`config.mk`:
```
export PLATFORM = sky130hd
export DESIGN_NAME = fetch_queue
export DESIGN_NICKNAME = d
export VERILOG_FILES = /design/src/rtl/fetch_queue.sv
export SDC_FILE = /design/constraint.sdc
export NUM_CORES = 1
export LEC_CHECK = 0
export CORE_AREA = 10 10 188 190
export CTS_BUF_LIST = sky130_fd_sc_hd__clkbuf_16
export CTS_CLUSTER_DIAMETER = 50
export CTS_CLUSTER_SIZE = 20
export DETAILED_ROUTE_END_ITERATION = 12
export DIE_AREA = 0 0 198 200
export PLACE_DENSITY = 0.73
export SYNTH_ARGS = -nofsm -noshare
export SYNTH_HDL_FRONTEND = slang
export SYNTH_SLANG_ARGS = --single-unit
```
`constraint.sdc`:
```
create_clock -name CLK -period 3.4 [get_ports CLK]
set_input_delay 0.51 -clock CLK [delete_from_list [all_inputs] [get_ports CLK]]
set_output_delay 0.51 -clock CLK [all_outputs]
set_load 0.02 [all_outputs]
```
`src/rtl/fetch_queue.sv`:
```
// fetch_queue: instruction fetch unit feeding decode through a small FIFO.
// The fetch PC issues one word request per accepted handshake. The response
// comes back one cycle later and is queued together with its PC.
// Optional feature: define FETCH_QUEUE_BYPASS_EN to present a response that
// arrives while the FIFO is empty to decode in the same cycle.
//
// Handshakes: a transfer happens on a rising edge where the producer side
// (IMEM_REQ toward memory, DE_VALID toward decode) and the consumer side
// (IMEM_READY, DE_READY) are both high. IMEM_REQ and DE_VALID never depend
// on the matching ready input.
module fetch_queue #(
    parameter int          DEPTH    = 4,
    parameter logic [31:0] RESET_PC = 32'h0000_0000
) (
    input  logic                       CLK,
    input  logic                       RST,
    output logic                       IMEM_REQ,
    output logic [31:0]                IMEM_ADDR,
    input  logic                       IMEM_READY,
    input  logic [31:0]                IMEM_RDATA,
    output logic                       DE_VALID,
    input  logic                       DE_READY,
    output logic [31:0]                DE_IR,
    output logic [31:0]                DE_PC,
    output logic [31:0]                DE_NEXT_PC,
    input  logic                       REDIRECT,
    input  logic [31:0]                REDIRECT_PC,
    output logic [$clog2(DEPTH+1)-1:0] COUNT
);

    localparam int          AW  = $clog2(DEPTH);
    localparam int          CW  = $clog2(DEPTH + 1);
    localparam logic [31:0] NOP = 32'h0000_0013;

    logic [31:0]   fetch_pc;
    logic          inflight;
    logic [31:0]   inflight_pc;
    logic [31:0]   ir_mem [DEPTH];
    logic [31:0]   pc_mem [DEPTH];
    logic [AW-1:0] rd_ptr;
    logic [AW-1:0] wr_ptr;
    logic [CW-1:0] count;
    logic [31:0]   last_pc;
    logic [31:0]   last_next_pc;

    logic [CW:0]   occupancy;
    logic          accept;
    logic          fifo_valid;
    logic          de_valid;
    logic [31:0]   sel_ir;
    logic [31:0]   sel_pc;
    logic          push;
    logic          pop;

    // Request gating, head selection and push/pop decisions.
    always_comb begin
        occupancy  = {1'b0, count} + {{CW{1'b0}}, inflight};
        // Reset gates the request so nothing is issued while RST is low.
        IMEM_REQ   = RST && !REDIRECT && (occupancy < (CW + 1)'(DEPTH));
        IMEM_ADDR  = fetch_pc;
        accept     = IMEM_REQ && IMEM_READY;
        fifo_valid = (count != '0);
        // A redirect flushes everything, so it blocks both ends of the FIFO.
        pop        = fifo_valid && DE_READY && !REDIRECT;
`ifdef FETCH_QUEUE_BYPASS_EN
        de_valid   = fifo_valid || (inflight && !REDIRECT);
        sel_ir     = fifo_valid ? ir_mem[rd_ptr] : IMEM_RDATA;
        sel_pc     = fifo_valid ? pc_mem[rd_ptr] : inflight_pc;
        // A bypassed response consumed by decode is never queued.
        push       = inflight && !REDIRECT && !(!fifo_valid && DE_READY);
`else
        de_valid   = fifo_valid;
        sel_ir     = ir_mem[rd_ptr];
        sel_pc     = pc_mem[rd_ptr];
        push       = inflight && !REDIRECT;
`endif
        DE_VALID   = de_valid;
        DE_IR      = de_valid ? sel_ir : NOP;
        DE_PC      = de_valid ? sel_pc : last_pc;
        DE_NEXT_PC = de_valid ? sel_pc + 32'd4 : last_next_pc;
        COUNT      = count;
    end

    // Fetch PC, in-flight tracking, FIFO pointers and occupancy.
    always_ff @(posedge CLK or negedge RST) begin
        if (!RST) begin
            fetch_pc    <= RESET_PC;
            inflight    <= 1'b0;
            inflight_pc <= 32'd0;
            rd_ptr      <= '0;
            wr_ptr      <= '0;
            count       <= '0;
        end else if (REDIRECT) begin
            fetch_pc    <= REDIRECT_PC & ~32'd3;
            inflight    <= 1'b0;
            rd_ptr      <= '0;
            wr_ptr      <= '0;
            count       <= '0;
        end else begin
            if (accept) begin
                fetch_pc <= fetch_pc + 32'd4;
            end
            inflight    <= accept;
            inflight_pc <= fetch_pc;
            if (push) begin
                wr_ptr <= wr_ptr + AW'(1);
            end
            if (pop) begin
                rd_ptr <= rd_ptr + AW'(1);
            end
            case ({push, pop})
                2'b10:   count <= count + CW'(1);
                2'b01:   count <= count - CW'(1);
                default: count <= count;
            endcase
        end
    end

    // FIFO storage: response word and the PC it was fetched from.
    always_ff @(posedge CLK) begin
        if (push) begin
            ir_mem[wr_ptr] <= IMEM_RDATA;
            pc_mem[wr_ptr] <= inflight_pc;
        end
    end

    // Remember the last PC shown to decode so it holds while DE_VALID is low.
    always_ff @(posedge CLK or negedge RST) begin
        if (!RST) begin
            last_pc      <= 32'd0;
            last_next_pc <= 32'd0;
        end else if (de_valid) begin
            last_pc      <= sel_pc;
            last_next_pc <= sel_pc + 32'd4;
        end
    end

endmodule

```
* Word level (Yosys, flattened, before mapping)
Memory sizes are Yosys's and may differ from the RTL's. Index checks and enable logic that the tools add are counted.
Operators by class: add/sub/neg operators 7, $lt $le $gt $ge 1, equal/unequal tests 2, multiplexer cells 14, reduce and logical (&&, ||, !) cells 12
Operator list (count):
- $mux 32 | 5
- $add 32x3->32 const B | 2
- $mux 2 | 4
- $logic_and 1x1->1 | 6
- $pmux 3 s2 | 1
- $reduce_bool 2->1 | 3
- $reduce_bool 3->1 | 2
- $add 2x1->2 const B | 2
- $add 3x1->4 | 1
- $lt 4x3->1 const B | 1
- $add 3x1->3 const B | 1
- $mux 1 | 3
- $mux 3 | 1
- $sub 3x1->3 const B | 1
- $eq 2x1->1 const B | 1
- $eq 2x2->1 const B | 1
- $logic_not 1->1 | 1
Storage, ports and cells: register bits after elaboration 136, RAM bits 256, input bits 69, output and inout bits 133, logic and storage cells 46, memories 2
Memories:
- ir_mem | depth 4, bits a word 32, read ports 1, clocked after memory_dff 0, write ports 1, line 38 | logic [31:0] ir_mem [DEPTH];
- pc_mem | depth 4, bits a word 32, read ports 1, clocked after memory_dff 0, write ports 1, line 39 | logic [31:0] pc_mem [DEPTH];

* Longest topological paths before layout
depth in word-level cells 6, depth in mapped cells 11, depth with buffers taken out 9

* Worst setup path before layout
Ideal clock, no wire load.
kind reg2out, from reg rd_ptr[0], to out DE_NEXT_PC[16], arrival 2662 ps, required time 2890 ps, slack 228 ps, stages on the path, launching flop included 12, path buffers 3, cell sequence dfrtp_1 > buf_6 > buf_12 > mux4_2 > ha_1 > nand2_1 > o22ai_1 > nand4_1 > buf_4 > nor3b_1 > xnor2_1 > o21ai_0
On the way: longest elaborated chain between the ends 3
Ends and longest elaborated chain:
- from (decl) | line 40 | logic [AW-1:0] rd_ptr;
- from (signal assigned) | line 109 | rd_ptr <= rd_ptr + AW'(1);
- $mem_v2 4x32
- $add 32x3->32 | line 80 | DE_NEXT_PC = de_valid ? sel_pc + 32'd4 : last_next_pc;
- $mux 32
- to (decl) | line 25 | output logic [31:0] DE_NEXT_PC,
Every way passes these cells.

* Final worst setup path
from reg rd_ptr[0], to out DE_NEXT_PC[30]
Same word-level chain as after synthesis.

==> key figures <==
Layout
  • Final Util: a little over three fifths
  • Reg area: 10800 sq um
  • Nets: 1359
  • Area growth syn-to-layout: 27.4%
  • Share of layout cells above drive strength 1: 22.6%
  • Antenna cells: 0
  • # fillers: around 2300
  • Area of the multi-input gates: approximately 4600 sq um

Route
  • Wl on met1: 15.8 mm
  • Via count: 9272
  • DR top layer: met4
  • Met3 WL: 2.46 mm
  • Post-route ant nets: 0
  • Length of the first detailed-routing pass in iterations: 5
  • Vias/cell: 5.42
  • WL per Instance: a little over 20 um
  • Initial DRC count: 704
  • Met2 wire length: 16.5 mm
  • Routed WL: 35.3 mm
  • Drt drc: 0

Synthesis
  • Syn avg cell area: 15.3 sq um
  • Simple-Gate Fraction of Synth Area: 10.6%
  • Largest area contributor in the netlist: edfxtp_1
  • Largest cells by area after synthesis: edfxtp_1, dfrtp_1, mux4_2, nand2_1, mux4_1
  • Post-Synth Adder-Cell Area: less than 1%
  • Compound-Gate Fraction of Synth Area: about 3.2%
  • YS warnings: 0
  • Synth cell count leaders: edfxtp_1, nand2_1, dfrtp_1
  • Top-count cell post-synth: edfxtp_1
  • Post-synth cell types: between 50 and 60
  • Post-synth ARST share: 34.7%
  • Number of synthesized flops with an enable pin: 248
  • Post-Syn Area: 15600 sq um
  • Flops & latches, synth: 380
  • Post-synthesis mux area share: 11.4%
  • Sequential share of the synthesized area: 69.1%
  • Ys flop type: edfxtp_1
  • Largest family of logic cells by synthesized area: multiplexers
  • Synth top area share: 47.9%
  • Syn Inst Count: 1019
  • Post-synthesis xor/xnor area fraction: 2.87%

Clock tree
  • Cts hold-fix bufs: 0
  • Root Driver: clkbuf_16
  • Clock-pin slew on the worst setup and hold paths: roughly 0.070 ns
  • Clk sinks: 380
  • CTS max path bufs: 3
  • Worst-skew pair later-pin latency: between 0.5 and 0.6 ns
  • CTS H-tree depth: 2
  • Cts bufs inserted: 35
  • CTS tree: done

Power
  • Sw Share: 35.8%
  • Clock share of power: roughly a quarter
  • Seq pwr share: 35.0%
  • Combinational Power Share: about two fifths
  • Cell Pwr Density: 832 nW/um^2
  • Sw Pwr: just under 6 mW
  • Power Total: 16.5 mW
  • Worst vdd ir: between 0.5 and 0.6 mV
  • Lkg Pwr: approximately 7.3 nW
  • Int Pwr: 10.6 mW

Setup path
  • Critical Path Source Type: flop
  • CP most frequent cell: buf_6
  • FF-to-FF Start: IMEM_ADDR[13]$_DFFE_PN0P_
  • Worst-path cell chain: buf_12, buf_6, mux4_2, nand4_4, or3_1, nor4_4, xnor2_1, a21oi_2, buf_6
  • CP max stage delay: 0.54 ns
  • Worst R2R Path Depth: 6
  • Crit path arrival time: 3.00 ns
  • Worst setup path startpoint: rd_ptr[0]$_DFFE_PN0P_
  • Crit end category: primary output
  • Crit path kind: flop to primary output
  • Worst reg-to-reg setup slack: between 0.8 and 0.9 ns
  • Critical Path RT: about 2.9 ns
  • Reg2reg end: IMEM_ADDR[24]$_DFFE_PN0P_
  • Crit-path max FO: 9
  • Crit-path slowest cell: dfrtp_4

Global route
  • First-pass GRT wire length: 54.9 mm
  • Tot GR Track Use: roughly 18%
  • Largest net degree at the start of global routing: approximately 130
  • Initial antenna violation count: 1
  • Gr ovfl total: 0
  • Vias in the first global route: 9498

Floorplanning
  • Initial Utilization: between 40% and 50%
  • Die area: 39600 sq um
  • Row Count: between 60 and 70
  • Die width: 198 um
  • Die Y: 200 um
  • Top-level port count: 202
  • Core Footprint: 31400 sq um

Timing
  • Post-Route Setup TNS: -0.457 ns
  • Slew Viols, Final: 0
  • Max Clock Skew: 0.0190 ns
  • Fin. Hold Viols: 0
  • Fmax achieved: 0.285 GHz
  • Max-slew headroom: 47.6%
  • Hold_ws: approximately 0.15 ns
  • Final setup viols: 11
  • Period utilisation layout: 103%
  • Final worst slack: -0.111 ns
  • Min Tclk post-route: 3.51 ns
  • Actual slew at the worst max-slew pin: 0.778 ns
  • RSZ-0062 raised after global routing: true

Hold path
  • Hold WC Path Type: input pin to asynchronous set/reset pin

Outcome
  • Failing checks: negative setup slack
  • Status: complete, but fails checks

Flow run
  • Max Cap Viol: 0

Placed design
  • Final GP Congestion: 0.827
  • Port Buffer Count: between 150 and 200
  • Hpwl dp: 23.2 mm
-- area by class of cell --
class                      count  area share [%]
clock buffer                  36            4.55
multi-input combinational    574            23.2
tap                          402            2.54
sequential                   380            54.3
timing repair buffer         278            13.7
clock inverter                28            1.58
inverter                      14           0.265
-- critical path: cells and delay by family (launching register included) --
kind | cells | cell delay (ns)
xor+xnor | 1 | 0.12
compound gates | 1 | 0.20
simple gates | 3 | 0.78
flops | 1 | 0.54
buf+inv | 3 | 0.43
mux | 1 | 0.40
-- power groups by stage --
stage,clock [mW],sequential [mW],combinational (mW)
4_1_cts,4.14,5.78,6.59
2_1_floorplan,0,5.80,3.52
6_report,4.05,5.77,6.67
5_1_grt,4.32,5.83,7.17
3_3_place_gp,0,5.85,6.47
3_5_place_dp,0,5.87,6.53
-- cell usage in the layout (no fill, tap or decap), types with 3 or more instances in the layout --
cell type	synthesis	layout
edfxtp_1	248	248
nand2_1	176	174
clkdlybuf4s50_1	0	162
dfrtp_1	132	130
buf_4	4	79
mux4_2	48	54
and2_1	41	37
clkbuf_16	0	36
o21ai_0	43	34
xnor2_1	30	30
nor2_1	28	26
mux2_2	22	22
xor2_1	21	21
nand3_1	19	18
o21ai_1	9	16
buf_6	2	15
nand4_1	14	14
nor3_1	15	14
inv_1	13	14
buf_12	1	11
mux4_1	14	8
a211oi_1	8	8
mux2i_1	7	7
inv_6	0	7
a21oi_1	11	6
a21oi_2	0	5
nor4_2	6	5
ha_1	6	5
clkinv_8	0	5
inv_8	0	5
or2_2	4	4
and2_2	0	4
and3_1	6	4
dlymetal6s2s_1	0	4
or3_1	4	3
nor4_1	4	3
dlygate4sd2_1	0	3
-- how the worst max path moves through the flow --
stage | endpoint | slack [ns]
final | DE_NEXT_PC[30] | -0.11
after global routing | DE_NEXT_PC[26] | -0.25
after CTS | DE_NEXT_PC[30] | -0.17
after detailed placement | DE_NEXT_PC[31] | -0.23
after global placement | DE_NEXT_PC[31] | -0.17
after floorplan | DE_NEXT_PC[16] | 0.23
-- repair_timing --
item	in CTS	in global routing
pin swaps	7	7
setup endpoints to repair	30	28
setup buffers	10	10
resized for setup	168	40
-- cell families (layout without fill, tap and decap cells) --
group | Yosys count | count (layout)
adder cells (fa/ha/maj) | 7 | 7
AO/OA/AOI/OAI | 85 | 85
multiplexers | 91 | 91
flip-flops | 380 | 380
XOR/XNOR | 51 | 51
buffers and inverters | 66 | 356
AND/OR/NAND/NOR | 338 | 338
other | 1 | 2
-- metal layers --
layer | vias up | global-route usage [%]
li1 | 4304 | -
met1 | 4622 | 25.0
met2 | 301 | 27.7
met3 | 45 | 4.07
met4 | 0 | 3.93
met5 | - | 0
-- stage by stage --
step                      cells  instance area, sq um  setup WS (ns)
final                      1712                 19800         -0.111
after global routing       1712                 19800         -0.251
after CTS                  1702                 19700         -0.168
after detailed placement   1628                 18300         -0.225
after global placement     1628                 18300         -0.171
after floorplan            1020                 15600          0.228
-- flip-flops by register name, indices dropped and copies added (netlist names) --
name          count
pc_mem          120
ir_mem          128
COUNT             3
inflight          1
IMEM_ADDR        30
last_pc          32
inflight_pc      30
rd_ptr            2
wr_ptr            2
last_next_pc     32
Note: power is estimated with default switching activity, not from simulation.
